--- config.mk ---
export PLATFORM = sky130hd
export DESIGN_NAME = dram_cmd_scheduler
export DESIGN_NICKNAME = d
export VERILOG_FILES = /design/src/rtl/dram_cmd_scheduler_pkg.sv /design/src/rtl/dram_cmd_scheduler_rr_arbiter.sv /design/src/rtl/dram_cmd_scheduler.sv
export SDC_FILE = /design/constraint.sdc
export NUM_CORES = 1
export LEC_CHECK = 0
export ABC_AREA = 0
export CAP_MARGIN = 0
export CORE_UTILIZATION = 50
export CTS_CLUSTER_DIAMETER = 40
export DETAILED_ROUTE_END_ITERATION = 10
export PLACE_DENSITY = 0.85
export SLEW_MARGIN = 25
export SYNTH_ARGS = -nofsm -noshare
export SYNTH_HDL_FRONTEND = slang
export SYNTH_SLANG_ARGS = --single-unit
--- constraint.sdc ---
create_clock -name clk -period 5.6 [get_ports clk]
set_input_delay 0.84 -clock clk [delete_from_list [all_inputs] [get_ports clk]]
set_output_delay 0.84 -clock clk [all_outputs]
set_load 0.05 [all_outputs]
--- src/rtl/dram_cmd_scheduler_pkg.sv ---
// Shared types, default DRAM timing and the bank-state to command decode
// used by the DRAM command scheduler.
package dram_cmd_scheduler_pkg;

    typedef enum logic [2:0] {
        B_IDLE,
        B_ACTIVE,
        B_OPEN,
        B_READ,
        B_WRITE,
        B_PRE,
        B_ISSUE_REFRESH,
        B_REFRESH
    } bank_state_t;

    typedef enum logic [2:0] {
        NOP,
        ACT,
        RD,
        WR,
        PRE,
        REF
    } dram_cmd_t;

    localparam int T_RCD_DEF = 4;
    localparam int T_RP_DEF  = 4;
    localparam int T_CCD_DEF = 2;
    localparam int T_RRD_DEF = 2;

    // Wide enough for any realistic timing parameter.
    localparam int CNT_W = 8;

    // States that do not map to a command decode to NOP and are never granted.
    function automatic dram_cmd_t decode_cmd(input bank_state_t st);
        dram_cmd_t c;
        c = NOP;
        case (st)
            B_ACTIVE:        c = ACT;
            B_READ:          c = RD;
            B_WRITE:         c = WR;
            B_PRE:           c = PRE;
            B_ISSUE_REFRESH: c = REF;
            default:         c = NOP;
        endcase
        return c;
    endfunction

endpackage

--- src/rtl/dram_cmd_scheduler_rr_arbiter.sv ---
// Round-robin arbiter: one-hot grant starting the search at the pointer;
// the pointer moves to grant+1 only when something is granted.
module dram_cmd_scheduler_rr_arbiter #(
    parameter int N = 4,
    localparam int IDX_W = $clog2(N)
) (
    input  logic             clk,
    input  logic             rst,
    input  logic [N-1:0]     req,
    output logic [N-1:0]     grant,
    output logic [IDX_W-1:0] grant_idx,
    output logic             grant_vld
);

    logic [IDX_W-1:0] ptr;
    logic [IDX_W-1:0] scan;

    // N is a power of two, so index arithmetic wraps for free.
    always_comb begin
        grant     = '0;
        grant_idx = '0;
        grant_vld = 1'b0;
        scan      = '0;
        for (int k = 0; k < N; k++) begin
            scan = ptr + IDX_W'(k);
            if (!grant_vld && req[scan]) begin
                grant_vld   = 1'b1;
                grant[scan] = 1'b1;
                grant_idx   = scan;
            end
        end
    end

    always_ff @(posedge clk) begin
        if (rst) begin
            ptr <= '0;
        end else if (grant_vld) begin
            ptr <= grant_idx + 1'b1;
        end
    end

endmodule

--- src/rtl/dram_cmd_scheduler.sv ---
// DRAM command scheduler: decodes per-bank issue requests, enforces tRCD/tRP/
// tCCD/tRRD with down-counters, picks one bank per cycle and registers the command.
// SCHED_REF_PRIORITY_EN: eligible REF requests (lowest index) bypass round-robin.
module dram_cmd_scheduler
    import dram_cmd_scheduler_pkg::*;
#(
    parameter int NUM_BANKS = 4,
    parameter int ADDR_BITS = 16,
    parameter int T_RCD     = T_RCD_DEF,
    parameter int T_RP      = T_RP_DEF,
    parameter int T_CCD     = T_CCD_DEF,
    parameter int T_RRD     = T_RRD_DEF
) (
    input  logic                         clk,
    input  logic                         rst,
    input  logic [NUM_BANKS-1:0]         ba_issue,
    input  bank_state_t                  ba_state [NUM_BANKS],
    input  logic [ADDR_BITS-1:0]         ba_addr  [NUM_BANKS],
    output logic [NUM_BANKS-1:0]         stall,
    output logic                         dram_cmd_vld,
    output dram_cmd_t                    dram_cmd,
    output logic [$clog2(NUM_BANKS)-1:0] dram_ba,
    output logic [ADDR_BITS-1:0]         dram_addr
);

    localparam int BA_W = $clog2(NUM_BANKS);

    dram_cmd_t            cmd_dec [NUM_BANKS];
    logic [NUM_BANKS-1:0] elig;
    logic [NUM_BANKS-1:0] arb_req;
    logic [NUM_BANKS-1:0] arb_grant;
    logic [BA_W-1:0]      arb_idx;
    logic                 arb_vld;
    logic [NUM_BANKS-1:0] grant;
    logic [BA_W-1:0]      grant_idx;
    logic                 grant_vld;
    dram_cmd_t            grant_cmd;

    logic [CNT_W-1:0] rcd_cnt [NUM_BANKS];
    logic [CNT_W-1:0] rp_cnt  [NUM_BANKS];
    logic [CNT_W-1:0] ccd_cnt;
    logic [CNT_W-1:0] rrd_cnt;

    always_comb begin
        elig = '0;
        for (int i = 0; i < NUM_BANKS; i++) begin
            cmd_dec[i] = decode_cmd(ba_state[i]);
            case (cmd_dec[i])
                ACT:     elig[i] = (rp_cnt[i] == '0) && (rrd_cnt == '0);
                RD, WR:  elig[i] = (rcd_cnt[i] == '0) && (ccd_cnt == '0);
                PRE:     elig[i] = 1'b1;
                REF:     elig[i] = (rp_cnt[i] == '0);
                default: elig[i] = 1'b0;
            endcase
            elig[i] = elig[i] && ba_issue[i] && !rst;
        end
    end

`ifdef SCHED_REF_PRIORITY_EN
    logic [NUM_BANKS-1:0] ref_grant;
    logic [BA_W-1:0]      ref_idx;
    logic                 ref_hit;

    // Downward scan so the lowest-index eligible REF is the one left standing.
    always_comb begin
        ref_grant = '0;
        ref_idx   = '0;
        ref_hit   = 1'b0;
        for (int i = NUM_BANKS - 1; i >= 0; i--) begin
            if (elig[i] && cmd_dec[i] == REF) begin
                ref_hit = 1'b1;
                ref_idx = BA_W'(i);
            end
        end
        if (ref_hit) begin
            ref_grant[ref_idx] = 1'b1;
        end
    end

    // Masking the arbiter request keeps its pointer still on a REF win.
    assign arb_req   = ref_hit ? '0 : elig;
    assign grant     = ref_hit ? ref_grant : arb_grant;
    assign grant_idx = ref_hit ? ref_idx : arb_idx;
    assign grant_vld = ref_hit | arb_vld;
`else
    assign arb_req   = elig;
    assign grant     = arb_grant;
    assign grant_idx = arb_idx;
    assign grant_vld = arb_vld;
`endif

    dram_cmd_scheduler_rr_arbiter #(
        .N (NUM_BANKS)
    ) u_rr_arbiter (
        .clk       (clk),
        .rst       (rst),
        .req       (arb_req),
        .grant     (arb_grant),
        .grant_idx (arb_idx),
        .grant_vld (arb_vld)
    );

    assign grant_cmd = cmd_dec[grant_idx];
    assign stall     = rst ? '0 : (ba_issue & ~grant);

    always_ff @(posedge clk) begin
        if (rst) begin
            dram_cmd_vld <= 1'b0;
            dram_cmd     <= NOP;
            dram_ba      <= '0;
            dram_addr    <= '0;
            ccd_cnt      <= '0;
            rrd_cnt      <= '0;
            for (int i = 0; i < NUM_BANKS; i++) begin
                rcd_cnt[i] <= '0;
                rp_cnt[i]  <= '0;
            end
        end else begin
            dram_cmd_vld <= grant_vld;
            dram_cmd     <= grant_vld ? grant_cmd : NOP;
            dram_ba      <= grant_vld ? grant_idx : '0;
            dram_addr    <= (grant_vld && (grant_cmd inside {ACT, RD, WR}))
                            ? ba_addr[grant_idx] : '0;

            // A load always overrides the decrement of the same cycle.
            if (grant_vld && (grant_cmd == RD || grant_cmd == WR)) begin
                ccd_cnt <= CNT_W'(T_CCD - 1);
            end else if (ccd_cnt != '0) begin
                ccd_cnt <= ccd_cnt - 1'b1;
            end

            if (grant_vld && grant_cmd == ACT) begin
                rrd_cnt <= CNT_W'(T_RRD - 1);
            end else if (rrd_cnt != '0) begin
                rrd_cnt <= rrd_cnt - 1'b1;
            end

            for (int i = 0; i < NUM_BANKS; i++) begin
                if (grant[i] && grant_cmd == ACT) begin
                    rcd_cnt[i] <= CNT_W'(T_RCD - 1);
                end else if (rcd_cnt[i] != '0) begin
                    rcd_cnt[i] <= rcd_cnt[i] - 1'b1;
                end

                if (grant[i] && (grant_cmd == PRE || grant_cmd == REF)) begin
                    rp_cnt[i] <= CNT_W'(T_RP - 1);
                end else if (rp_cnt[i] != '0) begin
                    rp_cnt[i] <= rp_cnt[i] - 1'b1;
                end
            end
        end
    end

endmodule

==> impl_metrics.csv <==
group,metric,value,unit
status,status,"complete, no violations",
drt,ant_nets,0,
timing,period_share,0.915,
synthesis,yosys_most_used_dff,"edfxtp_1",
timing,fin_skew,0.00789,ns
timing,rsz0062_at_grt,"no",
synthesis,avgSynthCellArea,9.01,µm²
synthesis,synthesis.area,0.00654,mm²
drt,viasPerCell,5.71,
timing,min_period,5.12,ns
power,pwr_density_cell,511,mW/mm²
drt,wl_per_cell,15.8,µm
drt,routed_wl,16000,µm
timing,fmax,195,MHz
place,io_buffers,107,
die,num_rows,41,
power,internal_power,0.00248,W
clock_network,ctsRootBufferMaster,"clkbuf_16",
global_routing,grt_overflow,0,
cells_and_area,diodes,0,
timing,worstMarginPinSlew,0.694,ns
synthesis,synth_cell_types,79,
timing,report.final.slew_viol_count,0,
global_routing,antenna_found_initial,0,
die,core_region_area,0.0127,mm²
die,die_w,116,µm
synthesis,synth_cells,726,
critical_path,crit_path_start_kind,"register",
cells_and_area,multi_input_area,0.00361,mm²
clock_network,cts_tree,"done",
worst_hold_path,min_path_type,"reg -> reg",
synthesis,synth-edff-count,64,
critical_path,rr_worst_depth,13,
power,p_comb_frac,0.495,
clock_network,htree_levels,3,
drt,drt_iter0_drc,468,
clock_network,cts_buffers,9,
critical_path,cp-end-kind,"primary output",
die,start_util,0.516,
synthesis,async_flop_share,0,
drt,firstDrtPassIters,5,
timing,timing.setup.tns,0,ns
timing,setup_violations,0,
cells_and_area,layout-drive-gt1-share,0.0784,
critical_path,critPathLaunch,"rcd_cnt[2][0]",
power,vdd_drop_max,0.000299,V
synthesis,ys_ff_latch,104,
flow_run,drv_cap,0,
critical_path,crit_required,4.76,ns
cells_and_area,nFillCells,1018,
timing,max_slew_margin,0.531,
drt,drc,0,
power,share_seq_of_total_power,0.334,
synthesis,yosysWarnings,0,
cells_and_area,final_nets,940,
die,die-area,0.0135,mm²
global_routing,grt_max_degree,34,
critical_path,arrival,4.28,ns
power,leakage,3.33,nW
clock_network,clk_path_buf_depth,2,
place,dp_hpwl,11600,µm
worst_hold_path,min-delay-start,"rrd_cnt[6]",
clock_network,clkLatencyLatePin,0.36,ns
cells_and_area,regArea,0.00272,mm²
global_routing,grt_use_total,0.249,
power,switchingPower,0.00174,W
clock_network,ctsResizeCount,0,
die,pin_count,108,
critical_path,rr_startpoint,"rcd_cnt[2][0]",
global_routing,grt_pass1_wl,26000,µm
die,die_h,116,µm
clock_network,postCtsHoldBufs,0,
global_routing,first_global_vias,5425,
power,sw_frac_of_total,0.412,
synthesis,ys_seq_area_frac,0.416,
synthesis,synth_nets,829,
cells_and_area,area_growth,26.0,%
clock_network,postCtsSetupRepairBufs,0,
power,clkPwrFrac,0.171,
clock_network,path_clk_slew,0.07,ns
clock_network,cts.sinks,104,
place,gp_congestion,0.999,
timing,final_hold_viol_count,0,
critical_path,worst-setup-path-type,"reg -> out",
worst_hold_path,min_path_cells,2,
critical_path,path_max_fanout,5,
drt,route.vias.total,5792,
timing,holdWs,0.507,ns
cells_and_area,fin_util,0.650,
synth_stat cells, types with 7 or more instances:
cell type / number / area [µm²]
a21oi_1: 20 / 100
and2_1: 9 / 56.3
clkbuf_1: 14 / 52.6
dfxtp_1: 40 / 801
edfxtp_1: 64 / 1920
ha_1: 21 / 263
inv_1: 30 / 113
nand2_1: 111 / 417
nand2b_1: 14 / 87.6
nand3_1: 35 / 175
nand4_1: 7 / 43.8
nor2_1: 70 / 263
nor2b_1: 13 / 81.3
nor3_1: 53 / 265
nor4_1: 9 / 56.3
o211a_1: 17 / 170
o21ai_0: 12 / 60.1
or3_1: 9 / 56.3
xnor2_1: 39 / 342
xor2_1: 17 / 149
state kept, by name, indices dropped and copies added (netlist names):
name / cells
rcd_cnt: 32
u_rr_arbiter.ptr: 2
dram_cmd_vld: 1
dram_cmd: 3
ccd_cnt: 8
rrd_cnt: 8
rp_cnt: 32
dram_addr: 16
dram_ba: 2
worst max-delay path, cell delays in order (launching register included):
cell and delay [ns]:
edfxtp_1 0.42, inv_1 0.10, ha_1 0.20, or4b_2 0.67, nor4_1 0.35, a31oi_1 0.25
and2_1 0.28, and3_1 0.19, o211ai_1 0.31, nand2_1 0.21, a221oi_1 0.54, and2_1 0.26
buf_12 0.15
metal layers:
metal	up-vias	wire (µm)	share of wire	global-route usage
met4	0	431	0.027	0.106
met5	-	0	0	0
met1	2710	6770	0.42	0.311
met2	213	7750	0.48	0.417
li1	2832	-	-	-
met3	37	1060	0.066	0.0535
kinds of logic after synthesis:
logic type / share of synthesized area
simple gates: 0.305
compound gates: 0.125
flops: 0.416
xor+xnor: 0.0750
buf+inv: 0.0329
fa+ha+maj: 0.0402
mux: 0.00555
per-stage QoR:
stage | cell area, µm² | power [W] | setup WS (ns) | std cells
after floorplan | 6540 | 0.00289 | 1.13 | 726
after CTS | 8240 | 0.00420 | 0.561 | 1014
after detailed placement | 7910 | 0.00346 | 0.389 | 998
final | 8240 | 0.00421 | 0.475 | 1014
after global routing | 8240 | 0.00450 | 0.213 | 1014
after global placement | 7910 | 0.00340 | 0.481 | 998
layout make-up:
class	instances	share of cell area
Tap cell	172	0.0261
Inverter	31	0.0141
Clock inverter	5	0.0126
Multi-Input combinational cell	567	0.438
Sequential cell	104	0.330
Timing Repair Buffer	124	0.150
Clock buffer	11	0.0282
power by group through the flow:
| stage | registers [W] | logic (W) | clock network, W |
|---|---|---|---|
| 6_report | 0.00141 | 0.00209 | 0.000719 |
| 2_1_floorplan | 0.00143 | 0.00146 | 0 |
| 4_1_cts | 0.00140 | 0.00207 | 0.000728 |
| 5_1_grt | 0.00144 | 0.00231 | 0.000750 |
| 3_3_place_gp | 0.00140 | 0.00199 | 0 |
| 3_5_place_dp | 0.00141 | 0.00204 | 0 |
cells in the final DEF (no fill, tap or decap), types with 7 or more instances in the layout:
master / count
inv_1: 30
o211a_1: 17
nand2b_1: 14
buf_4: 17
xor2_1: 17
nor2b_1: 13
nor4_1: 9
nor3_1: 53
a21oi_1: 20
o21ai_0: 12
xnor2_1: 39
clkdlybuf4s50_1: 103
and2_1: 9
nor2_1: 70
clkbuf_16: 9
ha_1: 21
dfxtp_1: 40
edfxtp_1: 64
or3_1: 9
nand2_1: 111
nand3_1: 35
nand4_1: 7
path summary, 6_finish.rpt:
kind                                      end  slack (ns)
worst max-delay path                 stall[2]        0.48
worst min-delay path               rrd_cnt[6]        0.51
worst max register to register  rcd_cnt[2][2]        0.56
worst min register to register     rrd_cnt[6]        0.51
Power figures use the tool's default switching activity.
